File: src/rtl/cpu_ctrl_pkg.sv
// Shared definitions for the SAP-style microsequencer: opcodes, control-word
// bit positions, the idle word and the T-state encoding.
package cpu_ctrl_pkg;

  localparam int CW_W     = 15;
  localparam int EXEC_MAX = 3;

  typedef logic [CW_W-1:0] cw_t;

  localparam logic [3:0] OP_NOP = 4'h0;
  localparam logic [3:0] OP_LDA = 4'h1;
  localparam logic [3:0] OP_ADD = 4'h2;
  localparam logic [3:0] OP_SUB = 4'h3;
  localparam logic [3:0] OP_STA = 4'h4;
  localparam logic [3:0] OP_LDI = 4'h5;
  localparam logic [3:0] OP_JMP = 4'h6;
  localparam logic [3:0] OP_JC  = 4'h7;
  localparam logic [3:0] OP_JZ  = 4'h8;
  localparam logic [3:0] OP_OUT = 4'hE;
  localparam logic [3:0] OP_HLT = 4'hF;

  localparam int CW_CP   = 14;
  localparam int CW_EP   = 13;
  localparam int CW_LP   = 12;
  localparam int CW_NLMA = 11;
  localparam int CW_NLMD = 10;
  localparam int CW_NCE  = 9;
  localparam int CW_NLR  = 8;
  localparam int CW_NLI  = 7;
  localparam int CW_NEI  = 6;
  localparam int CW_NLA  = 5;
  localparam int CW_EA   = 4;
  localparam int CW_SUB  = 3;
  localparam int CW_EU   = 2;
  localparam int CW_NLB  = 1;
  localparam int CW_NLO  = 0;

  localparam cw_t CW_IDLE = 15'h0FE3;

  // T-state values double as the tstate output; WAIT encodes as 7 on purpose.
  typedef enum logic [2:0] {
    S_T0   = 3'd0,
    S_T1   = 3'd1,
    S_T2   = 3'd2,
    S_T3   = 3'd3,
    S_T4   = 3'd4,
    S_T5   = 3'd5,
    S_HALT = 3'd6,
    S_WAIT = 3'd7
  } state_e;

  function automatic int exec_len(input logic [3:0] op);
    if (op == OP_LDA || op == OP_ADD || op == OP_SUB || op == OP_STA) return EXEC_MAX;
    return 1;
  endfunction

endpackage

File: src/rtl/cpu_microsequencer_if.sv
// Sequencer-facing bundle: IR opcode, ALU flags, run/step controls in; control word and status out.
interface cpu_microsequencer_if;
  import cpu_ctrl_pkg::*;

  logic [3:0] opcode;
  logic       cf;
  logic       zf;
  logic       run;
  logic       step;
  cw_t        control_word;
  logic [2:0] tstate;
  logic       halted;

  modport master (
    output opcode, cf, zf, run, step,
    input  control_word, tstate, halted
  );

  modport slave (
    input  opcode, cf, zf, run, step,
    output control_word, tstate, halted
  );
endinterface

File: src/rtl/step_edge_detect.sv
// Rising-edge detector for the single-step level input; history resets high so
// a step line already high at reset release is not taken as a fresh press.
module step_edge_detect (
  input  logic clk,
  input  logic rst,
  input  logic step_i,
  output logic rise_o
);
  logic step_q;

  always_ff @(posedge clk or posedge rst) begin
    if (rst) step_q <= 1'b1;
    else     step_q <= step_i;
  end

  assign rise_o = step_i & ~step_q;
endmodule

File: src/rtl/cpu_microsequencer.sv
// Microcoded T-state sequencer: fetch T0-T2, opcode-dependent execute T3-T5,
// run/single-step gating at instruction boundaries and a sticky HALT.
module cpu_microsequencer
  import cpu_ctrl_pkg::*;
(
  input logic                 clk,
  input logic                 rst,
  cpu_microsequencer_if.slave bus
);
  state_e state_q, state_d;
  cw_t    cw;
  logic   step_rise;

  step_edge_detect u_step (
    .clk    (clk),
    .rst    (rst),
    .step_i (bus.step),
    .rise_o (step_rise)
  );

  function automatic state_e end_state(input logic run);
    return run ? S_T0 : S_WAIT;
  endfunction

  always_comb begin
    state_d = state_q;
    case (state_q)
      S_WAIT: if (bus.run || step_rise) state_d = S_T0;
      S_T0:   state_d = S_T1;
      S_T1:   state_d = S_T2;
      S_T2:   state_d = S_T3;
      S_T3, S_T4, S_T5: begin
        if (state_q == S_T3 && bus.opcode == OP_HLT)
          state_d = S_HALT;
        else if ((int'(state_q) - 2) < exec_len(bus.opcode))
          state_d = state_e'(state_q + 3'd1);
        else
          state_d = end_state(bus.run);
      end
      S_HALT: state_d = S_HALT;
      default: state_d = S_WAIT;
    endcase
  end

  always_ff @(posedge clk or posedge rst) begin
    if (rst) state_q <= S_WAIT;
    else     state_q <= state_d;
  end

  // Microcode ROM: start from the idle word and flip only the signals each step needs.
  always_comb begin
    cw = CW_IDLE;
    case (state_q)
      S_T0: begin cw[CW_EP] = 1'b1; cw[CW_NLMA] = 1'b0; end
      S_T1: cw[CW_CP] = 1'b1;
      S_T2: begin cw[CW_NCE] = 1'b0; cw[CW_NLI] = 1'b0; end
      S_T3: begin
        case (bus.opcode)
          OP_LDA, OP_ADD, OP_SUB, OP_STA: begin cw[CW_NEI] = 1'b0; cw[CW_NLMA] = 1'b0; end
          OP_LDI: begin cw[CW_NEI] = 1'b0; cw[CW_NLA] = 1'b0; end
          OP_JMP: begin cw[CW_NEI] = 1'b0; cw[CW_LP]  = 1'b1; end
          OP_JC:  if (bus.cf) begin cw[CW_NEI] = 1'b0; cw[CW_LP] = 1'b1; end
          OP_JZ:  if (bus.zf) begin cw[CW_NEI] = 1'b0; cw[CW_LP] = 1'b1; end
          OP_OUT: begin cw[CW_EA]  = 1'b1; cw[CW_NLO] = 1'b0; end
          OP_NOP: ;
          default: ;
        endcase
      end
      S_T4: begin
        case (bus.opcode)
          OP_LDA:         begin cw[CW_NCE] = 1'b0; cw[CW_NLA]  = 1'b0; end
          OP_ADD, OP_SUB: begin cw[CW_NCE] = 1'b0; cw[CW_NLB]  = 1'b0; end
          OP_STA:         begin cw[CW_EA]  = 1'b1; cw[CW_NLMD] = 1'b0; end
          default: ;
        endcase
      end
      S_T5: begin
        case (bus.opcode)
          OP_ADD: begin cw[CW_EU] = 1'b1; cw[CW_NLA] = 1'b0; end
          OP_SUB: begin cw[CW_EU] = 1'b1; cw[CW_NLA] = 1'b0; cw[CW_SUB] = 1'b1; end
          OP_STA: cw[CW_NLR] = 1'b0;
          default: ;
        endcase
      end
      default: ;
    endcase
  end

  // Reset gates the word directly so a RAM write in flight is cut the same instant.
  assign bus.control_word = rst ? CW_IDLE : cw;
  assign bus.tstate       = (state_q == S_HALT) ? 3'd7 : 3'(state_q);
  assign bus.halted       = (state_q == S_HALT);
endmodule
File: src/flat_wrapper.sv
// flat-port wrapper written by rule: the top's interface ports become plain ports
module cpu_microsequencer_flat import cpu_ctrl_pkg::*;
  (clk, rst, bus_opcode, bus_cf, bus_zf, bus_run, bus_step, bus_control_word, bus_tstate, bus_halted);
  cpu_microsequencer_if bus_i ();
  input logic clk;
  input logic rst;
  input wire logic [$bits(bus_i.opcode)-1:0] bus_opcode;
  input wire logic [$bits(bus_i.cf)-1:0] bus_cf;
  input wire logic [$bits(bus_i.zf)-1:0] bus_zf;
  input wire logic [$bits(bus_i.run)-1:0] bus_run;
  input wire logic [$bits(bus_i.step)-1:0] bus_step;
  output wire logic [$bits(bus_i.control_word)-1:0] bus_control_word;
  output wire logic [$bits(bus_i.tstate)-1:0] bus_tstate;
  output wire logic [$bits(bus_i.halted)-1:0] bus_halted;
  assign bus_i.opcode = bus_opcode;
  assign bus_i.cf = bus_cf;
  assign bus_i.zf = bus_zf;
  assign bus_i.run = bus_run;
  assign bus_i.step = bus_step;
  assign bus_control_word = bus_i.control_word;
  assign bus_tstate = bus_i.tstate;
  assign bus_halted = bus_i.halted;
  cpu_microsequencer u_core (.clk(clk), .rst(rst), .bus(bus_i));
endmodule
File: config.mk
export PLATFORM = sky130hd
export DESIGN_NAME = cpu_microsequencer_flat
export DESIGN_NICKNAME = d
export VERILOG_FILES = /design/src/rtl/cpu_ctrl_pkg.sv /design/src/rtl/cpu_microsequencer_if.sv /design/src/rtl/step_edge_detect.sv /design/src/rtl/cpu_microsequencer.sv /design/src/flat_wrapper.sv
export SDC_FILE = /design/constraint.sdc
export NUM_CORES = 1
export LEC_CHECK = 0
export BUFFER_PORTS_ARGS = -buffer_cell sky130_fd_sc_hd__buf_2
export CORE_UTILIZATION = 51
export DETAILED_ROUTE_END_ITERATION = 6
export PLACE_DENSITY = 0.83
export SYNTH_ARGS = -nofsm -noshare
export SYNTH_HDL_FRONTEND = slang
export SYNTH_SLANG_ARGS = --single-unit
File: constraint.sdc
create_clock -name clk -period 5 [get_ports clk]
set_input_delay 1 -clock clk [delete_from_list [all_inputs] [get_ports clk]]
set_output_delay 1 -clock clk [all_outputs]
set_load 0.02 [all_outputs]
== Word-level counts from Yosys, hierarchy flattened ==
Index checks and enable logic that the tools add are counted.
W data, S select, Z words.

* Register bits after elaboration: 4
* Input bits: 10
* Output and inout bits: 19

* Add/subtract/negate cells: 2
* $lt $le $gt $ge: 1
* Equal/unequal tests: 18
* Multiplexer cells: 45
* Bitwise logic cells: 2
* Reductions and logical operators: 11

{| class="wikitable"
|+ Operator list
! cell !! number
|-
| $mux W32 || 2
|-
| $lt A32 B32 Y1 || 1
|-
| $mux W1 || 27
|-
| $pmux W3 S6 || 1
|-
| $eq A4 B3 Y1 const B || 4
|-
| $mux W15 || 1
|-
| $mux W3 || 5
|-
| $eq A3 B3 Y1 const B || 4
|-
| $eq A4 B4 Y1 const B || 3
|-
| $pmux W1 S3 || 3
|-
| $eq A4 B2 Y1 const B || 2
|-
| $eq A3 B2 Y1 const B || 2
|-
| $mux W2 || 3
|-
| $pmux W1 S2 || 3
|-
| $reduce_or A3 Y1 || 2
|-
| $reduce_or A6 Y1 || 1
|-
| $eq A4 B1 Y1 const B || 1
|-
| $logic_or A1 B1 Y1 || 4
|-
| $reduce_or A4 Y1 || 1
|-
| $sub A3 B2 Y4 const B || 1
|-
| $add A3 B1 Y3 const B || 1
|-
| $eq A3 B1 Y1 const B || 1
|-
| $logic_not A3 Y1 || 1
|-
| $ne A2 B1 Y1 const B || 1
|-
| other kinds (4) || 4
|}

== Depth between registers and ports, before layout ==
Gate-level depths: netlist of run 1.

* Depth after elaboration: 14
* Gate-level depth with buffers: 8

== Hierarchy ==
A second synthesis of run 1 with hierarchy kept.

* Cells, all modules: 90
* Area, all modules: 651.9 µm²

{| class="wikitable"
|+ By module, submodules not included
! module !! times used !! cells an instance !! area an instance (µm²) !! seq. area each (µm²)
|-
| cpu_microsequencer || 1 || 87 || 608.1 || 78.8
|-
| step_edge_detect || 1 || 3 || 43.8 || 26.3
|}

== Least setup slack after synthesis of run 1 ==
No wires, ideal clock.

* Path kind: in2out
* From: in bus_opcode[2]
* To: out bus_control_word[4]
* Data arrival time: 2185 ps
* Slack: 1815 ps
* Cell stages on the path: 4
* Buffers on the path: 1
* Cells stage by stage: buf_6 > nand3_4 > or3_4 > o32ai_1

* Longest elaborated chain between the ends: 4

{| class="wikitable"
|+ RTL lines
! what !! RTL line !! text
|-
| start: declaration || flat_wrapper.sv:7 || <nowiki>input wire logic [$bits(bus_i.opcode)-1:0] bus_opcode;</nowiki>
|-
| $eq A4 B3 Y1 / $eq A4 B4 Y1 (equally long branches) || cpu_microsequencer.sv:70, cpu_microsequencer.sv:58 ||
|-
| $mux W1 (on tied branches) || cpu_microsequencer.sv:70, cpu_microsequencer.sv:58 ||
|-
| $pmux W1 S2 * || cpu_microsequencer.sv:53 || <nowiki>case (state_q)</nowiki>
|-
| $mux W15 * || cpu_microsequencer.sv:90 || <nowiki>assign bus.control_word = rst ? CW_IDLE : cw;</nowiki>
|-
| end: declaration || flat_wrapper.sv:12 || <nowiki>output wire logic [$bits(bus_i.control_word)-1:0] bus_control_word;</nowiki>
|}

Every way passes the cells marked *; elsewhere a longest branch is shown, timed or not.

== Worst setup path in the final report of run 1 ==
* From: reg u_core.state_q[0]
* To: out bus_control_word[4]

* Longest elaborated chain between the ends: 3

{| class="wikitable"
|+ RTL lines
! what !! RTL line !! text
|-
| start: declaration || cpu_microsequencer.sv:10 || <nowiki>state_e state_q, state_d;</nowiki>
|-
| start signal: assignment || cpu_microsequencer.sv:47 || <nowiki>else state_q <= state_d;</nowiki>
|-
| $eq A3 B3 Y1 / $eq A3 B2 Y1 (equally long branches) || cpu_microsequencer.sv:53 ||
|-
| $pmux W1 S2 * || cpu_microsequencer.sv:53 ||
|-
| $mux W15 * || cpu_microsequencer.sv:90 ||
|}

Marks and branches as above.

==> results of run 1 <==
## area by class of cell
type                    instances  area [um2]  area share
well taps                      15        18.8      0.0213
repair buffers                 28         140       0.159
inverters                      10        37.5      0.0426
multi-input cells              86         558       0.633
clock buffers                   3        22.5      0.0255
flip-flops and latches          4         105       0.119
## stage by stage
| stage | utilization | power [W] | instances |
|---|---|---|---|
| finish | 0.661 | 0.000464 | 146 |
| global placement | 0.644 | 0.000413 | 143 |
| global route | 0.661 | 0.000508 | 146 |
| detailed placement | 0.644 | 0.000421 | 143 |
| CTS | 0.661 | 0.000462 | 146 |
| floorplan | - | 0.000337 | 106 |
## worst min-delay path by stage
stage | startpoint | to | cells after the start | slack (ps)
3_5_place_dp | u_core.state_q[1]$_DFFE_PP1P_ | u_core.state_q[1]$_DFFE_PP1P_ | 2 | 550
3_3_place_gp | u_core.state_q[1]$_DFFE_PP1P_ | u_core.state_q[1]$_DFFE_PP1P_ | 2 | 530
6_report | u_core.state_q[1]$_DFFE_PP1P_ | u_core.state_q[1]$_DFFE_PP1P_ | 2 | 550
4_1_cts | u_core.state_q[1]$_DFFE_PP1P_ | u_core.state_q[1]$_DFFE_PP1P_ | 2 | 550
2_1_floorplan | u_core.state_q[1]$_DFFE_PP1P_ | u_core.state_q[1]$_DFFE_PP1P_ | 2 | 500
5_1_grt | u_core.state_q[1]$_DFFE_PP1P_ | u_core.state_q[1]$_DFFE_PP1P_ | 2 | 600
## registers in the layout, summed over array words and instances (netlist names)
register,flops
u_core.state_q,3
u_core.u_step.step_q,1
## where the power goes
| part | internal, W | switching (W) | leakage, nW | total (W) |
|---|---|---|---|---|
| Combinational | 0.000132 | 0.000207 | 0.340 | 0.000339 |
| Clock | 0.0000267 | 0.0000116 | 0.0138 | 0.0000383 |
| Sequential | 0.0000576 | 0.0000292 | 0.0419 | 0.0000868 |
| Total | 0.000216 | 0.000248 | 0.396 | 0.000464 |
## critical path: stages, from the launching register on
cell and delay, ps:
dfstp_2 560, ha_1 210, ha_1 290, nand2b_1 130, or3_4 350, a21boi_1 130
o32ai_1 130, buf_2 210
## per-layer routing
metal,wire length (um),GRT usage
met3,91,0
met5,0,0
met1,854,0.307
met2,844,0.373
met4,0,0.0750
## cells in the final DEF (no fill, tap or decap), drive strengths merged, types with 3 or more instances in the layout
cell	instances
and2	3
a21oi	4
clkbuf	3
nand3	3
nor2	12
nand2	12
ha	8
dfstp	4
buf	28
nor3	4
nor2b	3
inv	10
o21ai	11
## kinds of logic (layout without fill, tap and decap cells)
family	after synthesis	count (layout)
buffers and inverters	16	41
AND/OR/NAND/NOR	49	49
adder cells (fa/ha/maj)	8	8
AO/OA/AOI/OAI	27	27
multiplexers	2	2
flip-flops	4	4
==> flow_summary_export.csv, run 1 <==
group,metric,value,unit
floorplanning,core-area,1330,um2
sta,setup_slack,1750,ps
power_and_ir_drop,vdd_ir_drop_max,0.319,mV
synthesis,synth-main-ff-cell,"dfstp_2",
finish,final_area,882,um2
sta,clock_skew,0.0573,ps
global_route,gr-total-overflow,0,
sta,relSlewSlack,0.623,
finish,antennaDiodeCount,0,
critical_path,cp_max_fo,7,
route,dr.pass1.iters,4,
power_and_ir_drop,leakagePower,0.396,nW
synthesis,syn_avg_cell_area,7.11,um2
sta,grt_setup_unrepaired,"no",
clocking,clk_pin_slew,30,ps
sta,whs,551,ps
sta,finalMaxSlewViolations,0,
clocking,cts_tree,"yes",
status,status,"complete, no violations",
finish,syn_to_final_growth,17.1,%
clocking,cts_buffer_depth,2,
global_route,grt_pass1_wl,2.48,mm
sta,setup_tns,0,ps
floorplanning,start_util,0.565,
synthesis,yosys_warnings,0,
synthesis,synth-xor-area-share,0,
critical_path,timing.rr.start,"u_core.state_q[2]$_DFFE_PP1P_",
placement,place_congestion,0.855,
critical_path,setup.worst_path.end_class,"output port",
global_route,antenna_found_initial,0,
synthesis,synth_top_area_share,0.140,
sta,setup_violations,0,
clocking,htree_levels,1,
critical_path,crit_path_end,"bus_control_word[4]",
synthesis,synth_area_leaders,"dfstp_2 (14%), ha_1 (13%), o21ai_0 (7.3%), buf_6 (6.0%), nand2_1 (6.0%)",
finish,fill_cells,122,
floorplanning,io_pins,29,
clocking,post_cts_buffers,0,
global_route,grt_pass1_vias,596,
synthesis,synth_compound_area_frac,0.223,
critical_path,crit_start,"u_core.state_q[0]$_DFFE_PP1P_",
run,cap_violations,0,
synthesis,synthesis.instances,106,
route,post_drt_wl_per_cell,12.3,um
synthesis,ys_seq_area_frac,0.140,
route,via_per_inst,5.76,
synthesis,ys_top_cells_by_count,"nand2_1 (12), nor2_1 (12), o21ai_0 (11)",
critical_path,r2r_end,"u_core.state_q[2]$_DFFE_PP1P_",
synthesis,synth_cell_types,35,
critical_path,required,4000,ps
placement,pre_cts_ws,1860,ps
critical_path,reg2reg_setup_slack,2810,ps
clocking,root_buffer,"clkbuf_4",
power_and_ir_drop,p_per_area,526,nW/um2
route,route.detailed.drc,0,
critical_path,crit_path_start_kind,"flop",
route,drt_iter0_drc,23,
critical_path,crit_type,"flop to output port",
critical_path,arrival,2250,ps
sta,max_freq,308,MHz
route,wirelength,1.79,mm
synthesis,ys_async_sr_fraction,1.00,
clocking,cts_buffers,3,
sta,fin_crit,3250,ps
route,via_count,841,
clocking,cts_resized,0,
clocking,clock-sinks,4,
placement,placed_area,860,um2
placement,dp_hpwl,1.39,mm
synthesis,yosysTopAreaCell,"dfstp_2",
synthesis,synth_seq_cells,4,
finish,layout.nets,151,
floorplanning,die_w,40.4,um
sta,layout_worst_path_cycle_share,0.649,
critical_path,r2r_cells,6,
route,ant_nets,0,
global_route,track_usage,0.223,
sta,finalHoldViolCount,0,
clocking,postCtsHoldBufs,0,
synthesis,synth_area,753,um2
synthesis,synth_edf_count,0,
clocking,clkLatencyLatePin,230,ps
floorplanning,die_area,1630,um2
synthesis,yosys-mux-area-fraction,0.0282,
floorplanning,rows,13,
global_route,grt_max_degree,17,
finish,drive_gt1_frac,0.305,
synthesis,synth_fa_ha_area_frac,0.133,
min_path,hp-class,"flop to flop",
floorplanning,die_h,40.4,um
synthesis,synth_nets,124,
sta,worstMarginPinSlew,557,ps
synthesis,synth_top_family_by_area,"simple AND/OR/NAND/NOR gates",
placement,portBuffers,28,
synthesis,synth_simple_gate_area_share,0.357,
Note: power is estimated with default switching activity, not from simulation.
==> run 2, diff against run 1 <==
- ABC_AREA: default -> 1
- CORE_UTILIZATION: 51 -> 42
- PLACE_DENSITY: 0.83 -> 0.75
- clock period: 5 -> 2.9 ns (I/O delays scaled with it)
==> run 2 against run 1 <==
Clock-buffer cell count is the same; sequential cell count is the same; core utilization shrank 9.6 points; setup slack lost 1300 ps; largest power group unchanged.
==> flow_summary_export.csv, run 2 <==
group,metric,value,unit
global_route,grt_pass1_wl,3.13,mm
placement,portBuffers,28,
synthesis,syn_avg_cell_area,5.85,um2
route,via_count,853,
finish,multi_input_area,474,um2
global_route,gr-total-overflow,0,
synthesis,ys_top_cells_by_count,"nand2_1 (34), inv_1 (18), nor2_1 (13)",
synthesis,synth_edf_count,0,
power_and_ir_drop,p_seq_frac,0.175,
finish,final_common_cell,"nand2_1",
route,drt_iter0_drc,20,
critical_path,arrival,1870,ps
floorplanning,die_h,42.2,um
clocking,root_buffer,"clkbuf_4",
route,wirelength,1.90,mm
floorplanning,die_area,1780,um2
sta,layout_worst_path_cycle_share,0.846,
floorplanning,die_w,42.2,um
synthesis,ys_seq_area_frac,0.155,
sta,worstMarginPinSlew,419,ps
clocking,clkLatencyLatePin,240,ps
sta,setup_tns,0,ps
synthesis,yosysTopAreaCell,"nand2_1",
synthesis,synth_area_leaders,"nand2_1 (19%), dfstp_2 (15%), ha_1 (15%), inv_1 (10%), nor2_1 (7.2%)",
global_route,antenna_found_initial,0,
clocking,clk_pin_slew,40,ps
sta,grt_setup_unrepaired,"no",
status,status,"complete, no violations",
global_route,grt_pass1_vias,763,
floorplanning,core-area,1510,um2
route,via_per_inst,5.30,
clocking,cts_resized,0,
run,cap_violations,0,
synthesis,synth_top_area_share,0.188,
sta,clock_skew,5.08,ps
sta,finalMaxSlewViolations,0,
finish,drive_gt1_frac,0.338,
finish,syn_to_final_growth,25.6,%
route,dr.pass1.iters,6,
floorplanning,start_util,0.450,
sta,setup_violations,0,
finish,antennaDiodeCount,0,
finish,largest-register,"u_core.state_q",
finish,largest_reg_flops,3,
clocking,cts_tree,"yes",
sta,fin_crit,2450,ps
placement,place_congestion,0.924,
clocking,post_cts_buffers,0,
power_and_ir_drop,comb_power_share,0.730,
sta,whs,449,ps
synthesis,synth_most_common_cell,"nand2_1",
critical_path,crit_path_start_kind,"flop",
critical_path,required,2320,ps
synthesis,ys_async_sr_fraction,1.00,
route,post_drt_wl_per_cell,11.8,um
power_and_ir_drop,p_sw,0.000443,W
finish,regArea,105,um2
synthesis,synth_seq_cells,4,
finish,final_cell_mix,"nand2_1 (34), buf_2 (28), inv_1 (18)",
placement,dp_hpwl,1.55,mm
synthesis,synth_cell_types,23,
route,route.detailed.drc,0,
global_route,grt_max_degree,9,
critical_path,setup.worst_path.end_class,"output port",
power_and_ir_drop,sw_frac_of_total,0.562,
power_and_ir_drop,clkPwrFrac,0.095,
clocking,clock-sinks,4,
sta,relSlewSlack,0.719,
clocking,postCtsHoldBufs,0,
clocking,cts_buffer_depth,2,
finish,fill_cells,163,
synthesis,synth-main-ff-cell,"dfstp_2",
min_path,hp-class,"input pin to flop",
synthesis,synthesis.instances,116,
synthesis,synth_area,678,um2
floorplanning,rows,14,
finish,largest_registers,"u_core.state_q: 3 flops, u_core.u_step.step_q: 1 flops",
synthesis,yosys_warnings,0,
floorplanning,io_pins,29,
power_and_ir_drop,vdd_ir_drop_max,0.422,mV
route,ant_nets,0,
global_route,track_usage,0.226,
clocking,cts_buffers,3,
power_and_ir_drop,p_per_area,925,nW/um2
sta,max_freq,408,MHz
critical_path,cp_max_fo,6,
sta,finalHoldViolCount,0,
clocking,htree_levels,1,
power_and_ir_drop,p_int,0.000346,W
finish,layout.nets,165,
power_and_ir_drop,leakagePower,0.504,nW
synthesis,synth_nets,134,
critical_path,crit_type,"flop to output port",
[run 2: cell types whose count changed in the layout (fill, tap and decap cells not counted), moves of 3 or more]
| cell | previous run | this run |
|---|---|---|
| inv_1 | 10 | 18 |
| inv_2 | 0 | 6 |
| nand3_1 | 2 | 7 |
| nand2_1 | 12 | 34 |
| a21oi_1 | 4 | 1 |
| and2_1 | 3 | 0 |
| nor2b_1 | 3 | 0 |
| o21ai_0 | 11 | 2 |
| nand4_1 | 1 | 4 |
[run 2: kinds of logic (layout without fill, tap and decap cells)]
group,count (synthesis),count (layout),share of synthesized area
simple gates,66,66,0.430
compound gates,12,12,0.122
fa+ha+maj,8,8,0.148
buf+inv,26,55,0.146
flops,4,4,0.155
[run 2: metal layers]
layer	vias up	track usage	wire length [um]
li1	430	-	-
met1	381	0.274	811
met2	35	0.388	948
met3	7	0.0259	89
met4	0	0.119	51
met5	-	0	0
[run 2: worst max-delay path: stages, from the launching register on]
cell,delay [ps]
dfstp_2,570
ha_1,220
ha_1,240
inv_2,90
nor2_2,120
nand4_1,110
o21ai_1,120
buf_2,170
[run 2: power groups by stage]
stage,registers (W),clock network (W),logic [W]
after CTS,0.000137,0.0000761,0.000574
after global routing,0.000142,0.0000790,0.000638
after detailed placement,0.000138,0,0.000564
after global placement,0.000135,0,0.000555
final,0.000138,0.0000749,0.000576
after floorplan,0.000126,0,0.000431
[run 2: metrics by stage]
stage / setup WS (ps) / area (um2) / util / power (W) / instances
floorplan: 518 / 678 / - / 0.000558 / 116
global placement: 731 / 830 / 0.551 / 0.000690 / 158
detailed placement: 707 / 830 / 0.551 / 0.000702 / 158
CTS: 452 / 852 / 0.566 / 0.000787 / 161
global route: 293 / 852 / 0.566 / 0.000859 / 161
finish: 447 / 852 / 0.566 / 0.000788 / 161
[run 2: final cells by class]
class | instances | share of cell area
Clock buffer | 3 | 0.0264
Sequential cell | 4 | 0.123
Multi-Input combinational cell | 86 | 0.557
Inverter | 24 | 0.106
Tap cell | 16 | 0.0235
Timing Repair Buffer | 28 | 0.164
[run 2: final timing paths]
kind | from | end | slack (ps) | cells after the start
setup / recovery | u_core.state_q[0]$_DFFE_PP1P_ | bus_control_word[4] | 450 | 7
hold / removal | bus_step | u_core.u_step.step_q$_DFF_PP1_ | 450 | 1
setup reg to reg | u_core.state_q[0]$_DFFE_PP1P_ | u_core.state_q[2]$_DFFE_PP1P_ | 1160 | 10
hold reg to reg | u_core.state_q[1]$_DFFE_PP1P_ | u_core.state_q[1]$_DFFE_PP1P_ | 500 | 2
max in group asynchronous | rst | u_core.state_q[0]$_DFFE_PP1P_ | 2310 | 2
min in group asynchronous | rst | u_core.state_q[1]$_DFFE_PP1P_ | 560 | 2
